$ cat src/rtl/dmem_lsu_ctrl.sv
`default_nettype none
// ============================================================================
// Module      : dmem_lsu_ctrl
// Description : Load/store sequencer between the memory stage and port 0 of
//               a byte-lane data memory. It turns one byte/half/word request
//               into one or more DMEM beats. Misaligned accesses are split
//               into per-byte beats. Loads are sign/zero-extended, and one
//               response is returned per request.
// Ports       : clk, rst                       - clock, sync active-high reset
//               req_valid/req_ready            - request handshake
//               req_we, req_size, req_signed,
//               req_addr, req_wdata            - request fields
//               resp_valid/resp_err/resp_rdata - single-cycle response
//               wr_en, port_en_0, addr_in_0,
//               data_in, data_out_0            - DMEM port 0
// Revision    : 1.0 - initial release
// ============================================================================
module dmem_lsu_ctrl #(
  parameter int WIDTH   = 32,
  parameter int N_LANES = 4
) (
  input  logic               clk,
  input  logic               rst,
  input  logic               req_valid,
  output logic               req_ready,
  input  logic               req_we,
  input  logic [1:0]         req_size,
  input  logic               req_signed,
  input  logic [WIDTH-1:0]   req_addr,
  input  logic [WIDTH-1:0]   req_wdata,
  output logic               resp_valid,
  output logic               resp_err,
  output logic [WIDTH-1:0]   resp_rdata,
  output logic               wr_en,
  output logic [N_LANES-1:0] port_en_0,
  output logic [WIDTH-1:0]   addr_in_0,
  output logic [WIDTH-1:0]   data_in,
  input  logic [WIDTH-1:0]   data_out_0
);

  localparam logic [2:0] c_S_IDLE = 3'd0;
  localparam logic [2:0] c_S_ST   = 3'd1;
  localparam logic [2:0] c_S_RDI  = 3'd2;
  localparam logic [2:0] c_S_RDC  = 3'd3;
  localparam logic [2:0] c_S_DONE = 3'd4;

  logic [2:0]         r_state;
  logic [2:0]         w_next;
  logic               r_we;
  logic [1:0]         r_size;
  logic               r_signed;
  logic [WIDTH-1:0]   r_addr;
  logic [WIDTH-1:0]   r_wdata;
  logic [WIDTH-1:0]   r_rdata;
  logic [1:0]         r_k;

  logic               w_accept;
  logic               w_mis;
  logic               w_last;
  logic [1:0]         w_nb_m1;
  logic [WIDTH-1:0]   w_a;
  logic [N_LANES-1:0] w_lane;
  logic [7:0]         w_wbyte;
  logic [WIDTH-1:0]   w_store_data;
  logic [WIDTH-1:0]   w_ext;

  assign w_accept = req_valid & req_ready;

  // Number of bytes minus one; only meaningful for the legal sizes.
  always_comb begin
    case (r_size)
      2'd1:    w_nb_m1 = 2'd1;
      2'd2:    w_nb_m1 = 2'd3;
      default: w_nb_m1 = 2'd0;
    endcase
  end

  assign w_mis  = ((r_size == 2'd1) && r_addr[0]) ||
                  ((r_size == 2'd2) && (r_addr[1:0] != 2'b00));
  // Aligned accesses always finish after their single beat.
  assign w_last = !w_mis || (r_k == w_nb_m1);
  assign w_a    = r_addr + {{(WIDTH-2){1'b0}}, r_k};

  always_comb begin
    if (w_mis) begin
      w_lane = N_LANES'(1) << w_a[1:0];
    end else begin
      case (r_size)
        2'd0:    w_lane = N_LANES'(1) << r_addr[1:0];
        2'd1:    w_lane = r_addr[1] ? N_LANES'(12) : N_LANES'(3);
        2'd2:    w_lane = N_LANES'(15);
        default: w_lane = '0;
      endcase
    end
  end

  assign w_wbyte = r_wdata[{r_k, 3'b000} +: 8];

  always_comb begin
    if (w_mis) begin
      w_store_data = {{(WIDTH-8){1'b0}}, w_wbyte};
    end else begin
      case (r_size)
        2'd0:    w_store_data = {{(WIDTH-8){1'b0}}, r_wdata[7:0]};
        2'd1:    w_store_data = {{(WIDTH-16){1'b0}}, r_wdata[15:0]};
        default: w_store_data = r_wdata;
      endcase
    end
  end

  always_comb begin
    case (r_size)
      2'd0:    w_ext = {{(WIDTH-8){r_signed & r_rdata[7]}}, r_rdata[7:0]};
      2'd1:    w_ext = {{(WIDTH-16){r_signed & r_rdata[15]}}, r_rdata[15:0]};
      2'd2:    w_ext = r_rdata;
      default: w_ext = '0;
    endcase
  end

  // State register
  always_ff @(posedge clk) begin
    if (rst) begin
      r_state <= c_S_IDLE;
    end else begin
      r_state <= w_next;
    end
  end

  // Next-state logic
  always_comb begin
    w_next = r_state;
    case (r_state)
      c_S_IDLE: begin
        if (w_accept) begin
          if (req_size == 2'd3) w_next = c_S_DONE;
          else if (req_we)      w_next = c_S_ST;
          else                  w_next = c_S_RDI;
        end
      end
      c_S_ST:   w_next = w_last ? c_S_DONE : c_S_ST;
      c_S_RDI:  w_next = c_S_RDC;
      c_S_RDC:  w_next = w_last ? c_S_DONE : c_S_RDI;
      c_S_DONE: w_next = c_S_IDLE;
      default:  w_next = c_S_IDLE;
    endcase
  end

  // Output logic. Everything is forced low while rst is high so that a beat
  // in flight when reset arrives is never written.
  always_comb begin
    req_ready  = 1'b0;
    resp_valid = 1'b0;
    resp_err   = 1'b0;
    resp_rdata = '0;
    wr_en      = 1'b0;
    port_en_0  = '0;
    addr_in_0  = '0;
    data_in    = '0;
    if (!rst) begin
      case (r_state)
        c_S_IDLE: req_ready = 1'b1;
        c_S_ST: begin
          wr_en     = 1'b1;
          port_en_0 = w_lane;
          addr_in_0 = {2'b00, w_a[WIDTH-1:2]};
          data_in   = w_store_data;
        end
        c_S_RDI: begin
          port_en_0 = w_lane;
          addr_in_0 = {2'b00, w_a[WIDTH-1:2]};
        end
        c_S_DONE: begin
          resp_valid = 1'b1;
          resp_err   = (r_size == 2'd3);
          resp_rdata = (r_we || (r_size == 2'd3)) ? '0 : w_ext;
        end
        default: ;
      endcase
    end
  end

  // Request latch, beat counter and load assembly register
  always_ff @(posedge clk) begin
    if (rst) begin
      r_we     <= 1'b0;
      r_size   <= 2'd0;
      r_signed <= 1'b0;
      r_addr   <= '0;
      r_wdata  <= '0;
      r_rdata  <= '0;
      r_k      <= 2'd0;
    end else if (w_accept) begin
      r_we     <= req_we;
      r_size   <= req_size;
      r_signed <= req_signed;
      r_addr   <= req_addr;
      r_wdata  <= req_wdata;
      r_rdata  <= '0;
      r_k      <= 2'd0;
    end else begin
      case (r_state)
        c_S_ST: r_k <= r_k + 2'd1;
        c_S_RDC: begin
          // DMEM returns the enabled lanes low-justified, so a split
          // access always finds its byte in bits [7:0].
          if (w_mis) begin
            r_rdata[{r_k, 3'b000} +: 8] <= data_out_0[7:0];
          end else begin
            r_rdata <= data_out_0;
          end
          r_k <= r_k + 2'd1;
        end
        default: ;
      endcase
    end
  end

endmodule
`default_nettype wire

$ cat config.mk
export PLATFORM = sky130hd
export DESIGN_NAME = dmem_lsu_ctrl
export DESIGN_NICKNAME = d
export VERILOG_FILES = /design/src/rtl/dmem_lsu_ctrl.sv
export SDC_FILE = /design/constraint.sdc
export NUM_CORES = 1
export LEC_CHECK = 0
export ABC_AREA = 1
export CAP_MARGIN = 10
export CORE_MARGIN = 1
export CORE_UTILIZATION = 40
export DETAILED_ROUTE_END_ITERATION = 10
export MAX_ROUTING_LAYER = met4
export PLACE_DENSITY = 0.7
export SLEW_MARGIN = 20
export SYNTH_ARGS = -nofsm -noshare
export SYNTH_HDL_FRONTEND = slang
export SYNTH_SLANG_ARGS = --single-unit
$ cat constraint.sdc
create_clock -name clk -period 4.7 [get_ports clk]
set_clock_uncertainty 0.2 [all_clocks]
set_input_delay 0.47 -clock clk [delete_from_list [all_inputs] [get_ports clk]]
set_output_delay 0.47 -clock clk [all_outputs]
set_load 0.01 [all_outputs]
==> results.json, run 1 <==
{
  "yosysSeqAreaShare": 0.310,
  "grt_pass1_wl_um": 35200,
  "dp.final_hpwl_um": 16000,
  "critPathMaxFanout": 30,
  "antenna_cells_inserted": 0,
  "pin_count": 207,
  "antenna_found_initial": 0,
  "grt_pass1_vias": 6907,
  "insertion_delay_ps": 360,
  "synth_cells": 1097,
  "period_needed_ps": 4040,
  "r2r-end": "r_rdata[23]$_SDFFE_PP0P_",
  "synth_top_family_by_area": "simple AND/OR/NAND/NOR gates",
  "drt_iter0_drc": 571,
  "die_height_um": 132,
  "route.detailed.wl_per_inst_um": 14.7,
  "final_max_slew_viol_count": 0,
  "grt_overflow": 0,
  "cts_tree": "yes",
  "cts_setup_buffers": 0,
  "ctsHoldBuffers": 0,
  "ant_nets": 0,
  "synth_compound_area_frac": 0.162,
  "critical_path_class": "reg2out",
  "place.gp.congestion": 0.917,
  "grtUsageTotal": 0.260,
  "wl_um": 21800,
  "power.leakage_uw": 0.00351,
  "cts_buffers": 9,
  "cts-resized-gates": 0,
  "hold_end": "r_wdata[1]$_SDFFE_PP0P_",
  "powerDensity_mw_per_mm2": 247,
  "yosys.area.top_type": "dfxtp_1",
  "maxSlewHeadroom": 0.416,
  "tightest_slew_ps": 874,
  "outcome": "completed",
  "final_common_cell": "nand2_1",
  "synthXorXnorAreaFrac": 0.00259,
  "layout.nets": 1379,
  "first_pass_iters": 4,
  "cts.clk_slew.worst_paths_ps": 70,
  "cts_sinks": 105,
  "synth_simple_gate_area_frac": 0.371,
  "synth_cell_types": 39,
  "setup_viol": 0,
  "fp.dieW_um": 132,
  "cts-root-buf": "clkbuf_16",
  "area_growth_pct": 34.1,
  "htreeDepth": 3,
  "hp-start": "r_wdata[1]$_SDFFE_PP0P_",
  "r2r_slack_ps": 1300,
  "use_met2": 0.396,
  "layout-drive-gt1-share": 0.0536,
  "yosysWarnings": 0,
  "holdCritPathClass": "reg2reg",
  "core-area_mm2": 0.0166,
  "netlist_area_mm2": 0.00677,
  "rr_worst_depth": 9,
  "timing.rr.start": "r_size[0]$_SDFFE_PP0P_",
  "viasPerCell": 5.08,
  "grt_util_met3": 0.0288,
  "rsz0062_at_grt": "no",
  "syn_avg_cell_area_um2": 6.18,
  "worstPathArrival_ps": 3370,
  "worstSetupStartpointType": "flip-flop",
  "post-route-util": 0.548,
  "cts_buffer_depth": 2,
  "ir_worst_vdd_mv": 0.196,
  "yosys.area_share.adder": 0.0233,
  "start_util": 0.408,
  "n_fill_cell": 1681,
  "core.rowCount": 47,
  "layout_common_cells": "nand2_1, clkdlybuf4s50_1, nor2_1, inv_1, dfxtp_1",
  "netlist_top_cells_area": "dfxtp_1, nand2_1, nor2_1",
  "crit_path_end_kind": "output pin",
  "timing.final.hold_violations": 0,
  "hold_ws_ps": 272,
  "fin_setup_tns_ps": 0,
  "grt_use_met1": 0.349,
  "vias": 7555,
  "drv_cap": 0,
  "synth_seq_cells": 105,
  "drc_errors": 0,
  "synth_mux_area_frac": 0,
  "grt_max_degree": 69,
  "min_path_cells": 2,
  "required_ps": 4030,
  "clock.fmax_ghz": 0.247,
  "fin_crit_sh": 0.860,
  "synth_top_area_frac": 0.310,
  "gr-max-usage-layer": "met2",
  "die_area_mm2": 0.0175,
  "placement.io_buffers": 204
}
synth_stat cells (all sizes together):
library cell and count:
nand2 236, nor2 160, inv 138, dfxtp 105, a21oi 104, o21ai 101
nand3 97, nor3 49, buf 41, clkbuf 16, or2 14, ha 11
nand4 6, nand3b 5, a21boi 2, clkinv 2, nor4 2, xnor2 2
a31oi 1, and3 1, conb 1, fa 1, o22ai 1, o31ai 1
registers in the layout (all words and copies together) (netlist names):
register	cells
r_wdata	32
r_addr	32
r_we	1
r_signed	1
r_state	3
r_k	2
r_size	2
r_rdata	32
stage by stage:
stage	std cells	area [um^2]	total power [uW]	setup slack (ps)
floorplan	1098	6780	1300	2360
global placement	1473	8790	1480	1090
detailed placement	1473	8790	1480	1050
CTS	1488	9080	2250	650
global route	1488	9080	2350	385
finish	1488	9080	2250	659
routing by layer:
metal,vias to the layer above,part of all wire
met2,300,0.44
met5,-,0
met4,0,0.029
met1,3374,0.46
li1,3837,-
met3,44,0.065
layout make-up:
type                            count  area [um^2]  area share
Sequential cell                   105         2100       0.231
Clock inverter                      2         38.8     0.00427
Clock buffer                       13          250      0.0276
Timing Repair Buffer              212         2100       0.231
Multi-Input combinational cell    796         3790       0.418
Tap cell                          220          275      0.0303
Inverter                          140          526      0.0579
cells by family (layout without fill, tap and decap cells):
logic type      count (synthesis)  in the layout
simple gates                  570            570
xor+xnor                        2              2
compound gates                210            210
flops                         105            105
fa+ha+maj                      12             12
other cells                     1              2
buf+inv                       197            367
how the worst max path moves through the flow:
| stage | startpoint | to | slack [ps] | depth (start not counted) |
|---|---|---|---|---|
| after floorplan | r_size[0]$_SDFFE_PP0P_ | data_in[11] | 2360 | 9 |
| after global placement | r_size[0]$_SDFFE_PP0P_ | data_in[1] | 1090 | 8 |
| after detailed placement | r_size[0]$_SDFFE_PP0P_ | data_in[2] | 1050 | 8 |
| after CTS | r_size[0]$_SDFFE_PP0P_ | data_in[2] | 650 | 8 |
| after global routing | r_size[0]$_SDFFE_PP0P_ | data_in[0] | 380 | 8 |
| final | r_size[0]$_SDFFE_PP0P_ | data_in[2] | 660 | 8 |
worst max-delay path, cell delays in order, from the launching register on:
cell             delay [ps]
dfxtp_1                 330
inv_1                   130
ha_1                    660
inv_2                   120
a21oi_4                 690
inv_2                   310
a21oi_1                 210
nor3_1                   60
clkdlybuf4s50_1         500
power breakdown:
part / total, uW / internal (uW) / switching [uW] / leakage, uW
Combinational: 460 / 188 / 273 / 0.00251
Clock: 781 / 428 / 353 / 0.000140
Sequential: 1000 / 953 / 50.9 / 0.000859
Total: 2250 / 1570 / 677 / 0.00351
Note: power is estimated with default switching activity, not from simulation.
==> run 2: changes to the inputs <==
--- a/config.mk
+++ b/config.mk
@@ -9,7 +9,9 @@
 export CAP_MARGIN = 10
 export CORE_MARGIN = 1
 export CORE_UTILIZATION = 40
+export CTS_CLUSTER_DIAMETER = 200
 export DETAILED_ROUTE_END_ITERATION = 10
+export GPL_ROUTABILITY_DRIVEN = 0
 export MAX_ROUTING_LAYER = met4
 export PLACE_DENSITY = 0.7
 export SLEW_MARGIN = 20
==> results of run 2 <==
Final layout, timing and power as in run 1 (identical DEF).
==> variant 1: new RTL, config.mk and constraints of run 2 <==
Set the parameter `N_LANES` to 5 (it was 4).
--- a/src/rtl/dmem_lsu_ctrl.sv
+++ b/src/rtl/dmem_lsu_ctrl.sv
@@ -17,7 +17,7 @@
 // ============================================================================
 module dmem_lsu_ctrl #(
   parameter int WIDTH   = 32,
-  parameter int N_LANES = 4
+  parameter int N_LANES = 5
 ) (
   input  logic               clk,
   input  logic               rst,
Interface: changed (resized port_en_0); port bits go from 207 to 208. The function was not compared with the original's and may differ.
==> variant 1 against run 2 <==
- register-to-register slack improved by 0.10 ns
- setup slack improved by 0.14 ns
- power rose by 0.18%
- area after synthesis rose by 1.3%
- non-clock buffer count fell by 2
- sequential cell count did not move
- first-iteration DRC count fell by 11%
- wire length rose by 1.1%
- design area rose by 0.92%
- via count fell by 0.65%
- global-route usage fell by 0.60 points
- cell count rose by 0.34%
- critical path type unchanged
==> variant 1: results (changes against run 2) <==
Global route
  – Number of antenna violations at the first check in global routing: 0 (unchanged)
  – Via count of the first global-routing pass: 6826 (-1.2%)
  – Combined global-route utilization of all metal layers: 25.43% (-0.60 points)
  – First-pass GRT wire length: 34620 µm (-1.6%)

Critical path
  – Number of cells on the worst reg-to-reg path: 9 (unchanged)
  – Arr. time, crit path: 3.23 ns (-0.14 ns)
  – Worst Path Max Fanout: 27 (-10%)
  – Slowest Stage Delay on Critical Path: 0.64 ns (-0.05 ns)
  – Critical-path cell with the highest stage delay: sky130_fd_sc_hd__a21oi_4

Synth
  – Leading cell types by count after synthesis: sky130_fd_sc_hd__nand2_1, sky130_fd_sc_hd__nor2_1, sky130_fd_sc_hd__inv_1
  – Number of flops mapped to enable cells by yosys: 0 (unchanged)
  – Post-synth ARST share: 0% (unchanged)
  – Yosys warning total: 0 (unchanged)
  – Most used flip-flop cell after synthesis: sky130_fd_sc_hd__dfxtp_1
  – Ranking of synthesized cells by area: sky130_fd_sc_hd__dfxtp_1, sky130_fd_sc_hd__nand2_1, sky130_fd_sc_hd__nor2_1
  – Share of synthesized area occupied by flip-flops and latches: 30.62% (-0.41 points)
  – Netlist cell types: 43 (+10%)

Routing
  – Initial DRT Pass Iterations: 5 (+1)
  – First-iteration detailed-routing DRC count: 507 (-11%)
  – Vias per cell: 5.027 (-0.98%)
  – Routed wirelength normalized by instance count: 14.76 µm (+0.73%)

Place
  – Placed Area: 8869 µm² (+0.85%)
  – Worst Setup Slack post-DPL: 1.198 ns (+0.1519 ns)
  – HPWL Detailed: 16190 µm (+1.4%)

Layout
  – Fillcell total: 1661 (-1.2%)
  – Count of inserted antenna diode cells: 0 (unchanged)
  – Fraction of final layout cells with drive strength greater than 1: 5.734% (+0.37 points)
  – NumNets Final: 1383 (+0.29%)
  – Largest registers: r_addr (32), r_rdata (32), r_wdata (32)

Hold path
  – Worst Hold Class: in2reg
  – Hold path cells: 3 (+1)

Timing
  – Relative slew margins: 41.44% (-0.19 points)

CTS
  – Post-CTS Setup Bufs: 0 (unchanged)
  – CTS Buf Count: 9 (unchanged)
  – Maximum number of buffers from clock root to sink: 2 (unchanged)
  – Clock insertion delay at the later pin of the skew report: 0.36 ns (about the same)

Pwr
  – Static power due to leakage: 3.553 nW (+1.2%)
  – Worst supply voltage drop on vdd: 190.6 µV (-2.8%)

Run status
  – Run status: complete, no violations
[variant 1: cell count changes after synthesis, sizes merged]
cell,run 2,this run
or2,14,16
clkinv,2,3
o21ai,101,111
nor3,49,54
a211oi,0,1
a21boi,2,0
nand3b,5,3
nand2,236,229
nand3,97,85
a21oi,104,106
clkbuf,16,20
nor2,160,159
nand4,6,14
[variant 1: stage by stage]
step / utilization (%) / total power [mW] / cells
floorplan: - / 1.301 / 1108
global route: 55.08 / 2.353 / 1493
CTS: 55.08 / 2.260 / 1493
finish: 55.08 / 2.250 / 1493
detailed placement: 53.29 / 1.484 / 1477
global placement: 53.29 / 1.479 / 1477
[variant 1: critical path, delay by kind of cell, from the launching register on]
kind | cells | cell delay [ns]
buf+inv | 4 | 1.20
compound gates | 1 | 0.64
flops | 1 | 0.33
simple gates | 1 | 0.09
fa+ha+maj | 1 | 0.60
[variant 1: metal layers]
layer	GRT usage [%]	part of all wire, %	wire (µm)
met2	38.39	43	9539
met1	34.22	47	10430
met5	-	0	0
met4	8.876	2.1	465
met3	4.023	7.2	1597
[variant 1: cell families after synthesis]
| kind of cell | count (synthesis) | share of synthesized area (%) |
|---|---|---|
| AOI/OAI and AO/OA | 221 | 17.08 |
| DFF | 105 | 30.62 |
| other | 1 | 0.05462 |
| buffers and inverters | 202 | 13.01 |
| adders and majority gates | 12 | 2.296 |
| and+or+nand+nor | 563 | 36.69 |
| xor gates and xnor gates | 2 | 0.2552 |
[variant 1: final cells by class]
cell class	instances	area, µm²	share of cell area (%)
clock buffer	12	246.5	2.689
tap	220	275.3	3.003
sequential	105	2102	22.93
timing repair buffer	210	2082	22.71
inverter	141	531.8	5.801
clock inverter	4	51.30	0.5597
multi-input combinational	801	3877	42.30
[variant 1: power breakdown]
part | internal, mW | total, mW | switching (mW)
sequential | 0.953 | 1.01 | 0.0527
clock | 0.430 | 0.781 | 0.351
combinational | 0.186 | 0.463 | 0.277
total | 1.57 | 2.25 | 0.681
[variant 1: final timing paths]
path	start	endpoint	slack (ns)
setup / recovery	r_size[0]	data_in[15]	0.80
hold reg to reg	r_wdata[3]	r_wdata[3]	0.27
setup reg to reg	r_size[0]	r_rdata[20]	1.40
hold / removal	req_valid	r_we	0.26
==> variant 2: new RTL, flow settings as in run 2 <==
Without the edit above. Reset style: asynchronous (`rst`), changed in 2 clocked blocks. Comments in the files are not updated.
--- a/src/rtl/dmem_lsu_ctrl.sv
+++ b/src/rtl/dmem_lsu_ctrl.sv
@@ -118,7 +118,7 @@
   end
 
   // State register
-  always_ff @(posedge clk) begin
+  always_ff @(posedge clk or posedge rst) begin
     if (rst) begin
       r_state <= c_S_IDLE;
     end else begin
@@ -180,7 +180,7 @@
   end
 
   // Request latch, beat counter and load assembly register
-  always_ff @(posedge clk) begin
+  always_ff @(posedge clk or posedge rst) begin
     if (rst) begin
       r_we     <= 1'b0;
       r_size   <= 2'd0;
Check against the original RTL: no difference found for any inputs over 4 cycles, from zero or initial values and one cycle with rst high; that may be too few to reach the edited logic, so the function may still have changed.
==> variant 2 against run 2 <==
- design area increased by 5.4%
- wire length increased by 2.3%
- count of clock-buffer cells in the layout decreased by 3
- via count decreased by 2.1%
- non-clock buffer count increased by 1
- setup slack got worse by 0.14 ns
- die area increased by 6.7%
- area after synthesis increased by 6.8%
- sequential cell count unchanged
- highest routed layer unchanged
Power is not compared: it rests on default switching activity, and its combinational part moved more than twofold at a synthesized area within 25%.
==> variant 2: results (changes against run 2) <==
Synth
  – Cell accounting for the most synthesized area: sky130_fd_sc_hd__dfrtp_1
  – Cell count after synthesis: 1068 (-2.6%)
  – Ranking of synthesized cells by area: sky130_fd_sc_hd__dfrtp_1, sky130_fd_sc_hd__nand2_1, sky130_fd_sc_hd__nor2_1
  – Share of synthesized area occupied by flip-flops and latches: 36.31% (+5.3 points)
  – Yosys warning total: 0 (unchanged)
  – Netlist cell types: 32 (-18%)
  – Leading cell types by count after synthesis: sky130_fd_sc_hd__nand2_1, sky130_fd_sc_hd__nor2_1, sky130_fd_sc_hd__inv_1
  – Post-synth ARST share: 100.0% (+100 points)

Routing
  – First-iteration detailed-routing DRC count: 460 (-19%)
  – Vias per cell: 5.016 (-1.2%)
  – Total wirelength of the detailed-routed design: 22310 µm (+2.3%)
  – Routed wirelength normalized by instance count: 15.12 µm (+3.2%)
  – Initial DRT Pass Iterations: 5 (+1)

CTS
  – CTS Root Cell: sky130_fd_sc_hd__clkbuf_16
  – Number of hold-repair buffers added at the cts stage: 0 (unchanged)
  – Post-CTS Setup Bufs: 0 (unchanged)
  – CTS Buf Count: 9 (unchanged)
  – Number of cells upsized or downsized after cts: 0 (unchanged)
  – Clock insertion delay at the later pin of the skew report: 0.35 ns
  – Clock transition at path regs: 0.08 ns

Hold path
  – Worst Hold Class: reg2reg

Global route
  – Largest net degree at the start of global routing: 66 (-4.3%)
  – Number of antenna violations at the first check in global routing: 1 (+1)
  – Combined global-route utilization of all metal layers: 25.19% (-0.84 points)
  – Via count of the first global-routing pass: 6880 (-0.39%)
  – First-pass GRT wire length: 35070 µm (-0.32%)

Place
  – HPWL Detailed: 16470 µm (+3.2%)
  – Number of instances in the placed design: 1458 (-1.0%)
  – Number of buffer cells added on primary ports: 204 (unchanged)
  – Worst Setup Slack post-DPL: 0.9374 ns (-0.1084 ns)

Timing
  – Tightest Pin Transition: 0.8192 ns (-0.05508 ns)

Pwr
  – Worst supply voltage drop on vdd: 229.7 µV
  – Internal Pwr Total: 2.615 mW

Run status
  – Run status: complete, no violations

Job
  – Number of max-cap violations: 0 (unchanged)

Critical path
  – Critical-path cell with the highest stage delay: sky130_fd_sc_hd__a21oi_4
  – Dominant delay contributor by cell family on the critical path: buffers and inverters
  – Arr. time, crit path: 3.51 ns (+0.14 ns)
  – Worst Path Max Fanout: 28 (-6.7%)

Layout
  – Fillcell total: 1760 (+4.7%)
  – NumNets Final: 1359 (-1.5%)
  – Fraction of final layout cells with drive strength greater than 1: 7.206% (+1.8 points)
## variant 2: cell count changes after synthesis, sizes merged, moves of 3 or more
cell | before | now
nor2 | 160 | 139
nor3b | 0 | 9
o21ai | 101 | 118
or2 | 14 | 0
clkbuf | 16 | 11
a21oi | 104 | 73
dfxtp | 105 | 0
nand2 | 236 | 322
buf | 41 | 38
nand3 | 97 | 64
dfrtp | 0 | 105
inv | 138 | 123
nor3 | 49 | 36
## variant 2: tightest hold or removal path, cell delays in order, from the launching register on
cell and delay (ns):
sky130_fd_sc_hd__dfrtp_1 0.35, sky130_fd_sc_hd__nand2_1 0.05, sky130_fd_sc_hd__o21ai_1 0.06
## variant 2: through the flow
| step | utilization, % | hold WS [ns] | area [µm²] | power, mW |
|---|---|---|---|---|
| floorplan | - | 0.2509 | 7239 | 3.448 |
| global placement | 53.16 | 0.2650 | 9290 | 4.142 |
| detailed placement | 53.16 | 0.2785 | 9290 | 4.183 |
| CTS | 54.75 | 0.2975 | 9569 | 4.938 |
| global route | 54.77 | 0.3147 | 9572 | 5.344 |
| finish | 54.77 | 0.2947 | 9572 | 4.931 |
## variant 2: layer usage
layer	track usage, %	part of all wire (%)	vias up
li1	-	-	3752
met1	32.92	45	3376
met2	39.65	47	246
met3	5.519	7.0	25
met4	6.049	1.4	0
met5	-	0	-
## variant 2: area by class of cell
cell class | count | share of cell area (%)
clock inverter | 6 | 0.5229
timing repair buffer | 213 | 22.04
sequential | 105 | 27.45
inverter | 126 | 4.993
clock buffer | 10 | 2.392
antenna | 1 | 0.02614
multi-input combinational | 789 | 39.63
tap | 225 | 2.941
## variant 2: worst paths after layout
check,end,cells past startpoint,slack (ns),from
min,r_rdata[6],2,0.29,r_rdata[6]
max,data_in[7],8,0.52,r_size[0]
max in group asynchronous,r_wdata[10],3,2.50,rst
max reg2reg,r_rdata[11],9,1.31,r_size[0]
min in group asynchronous,r_addr[31],2,0.57,rst
min reg2reg,r_rdata[6],2,0.29,r_rdata[6]
## variant 2: cells by family after synthesis
| group | share of synthesized area (%) |
|---|---|
| AND/OR/NAND/NOR | 33.86 |
| XOR/XNOR | 0.2421 |
| flip-flops | 36.31 |
| adder cells (fa/ha/maj) | 2.179 |
| buffers and inverters | 11.31 |
| AO/OA/AOI/OAI | 16.05 |
| other | 0.05183 |
## variant 2: power groups by stage
| stage | combinational (mW) | sequential, mW | clock, mW |
|---|---|---|---|
| 2_1_floorplan | 1.90 | 1.55 | 0 |
| 3_3_place_gp | 2.49 | 1.65 | 0 |
| 3_5_place_dp | 2.52 | 1.66 | 0 |
| 4_1_cts | 2.53 | 1.65 | 0.759 |
| 5_1_grt | 2.84 | 1.71 | 0.797 |
| 6_report | 2.53 | 1.66 | 0.741 |
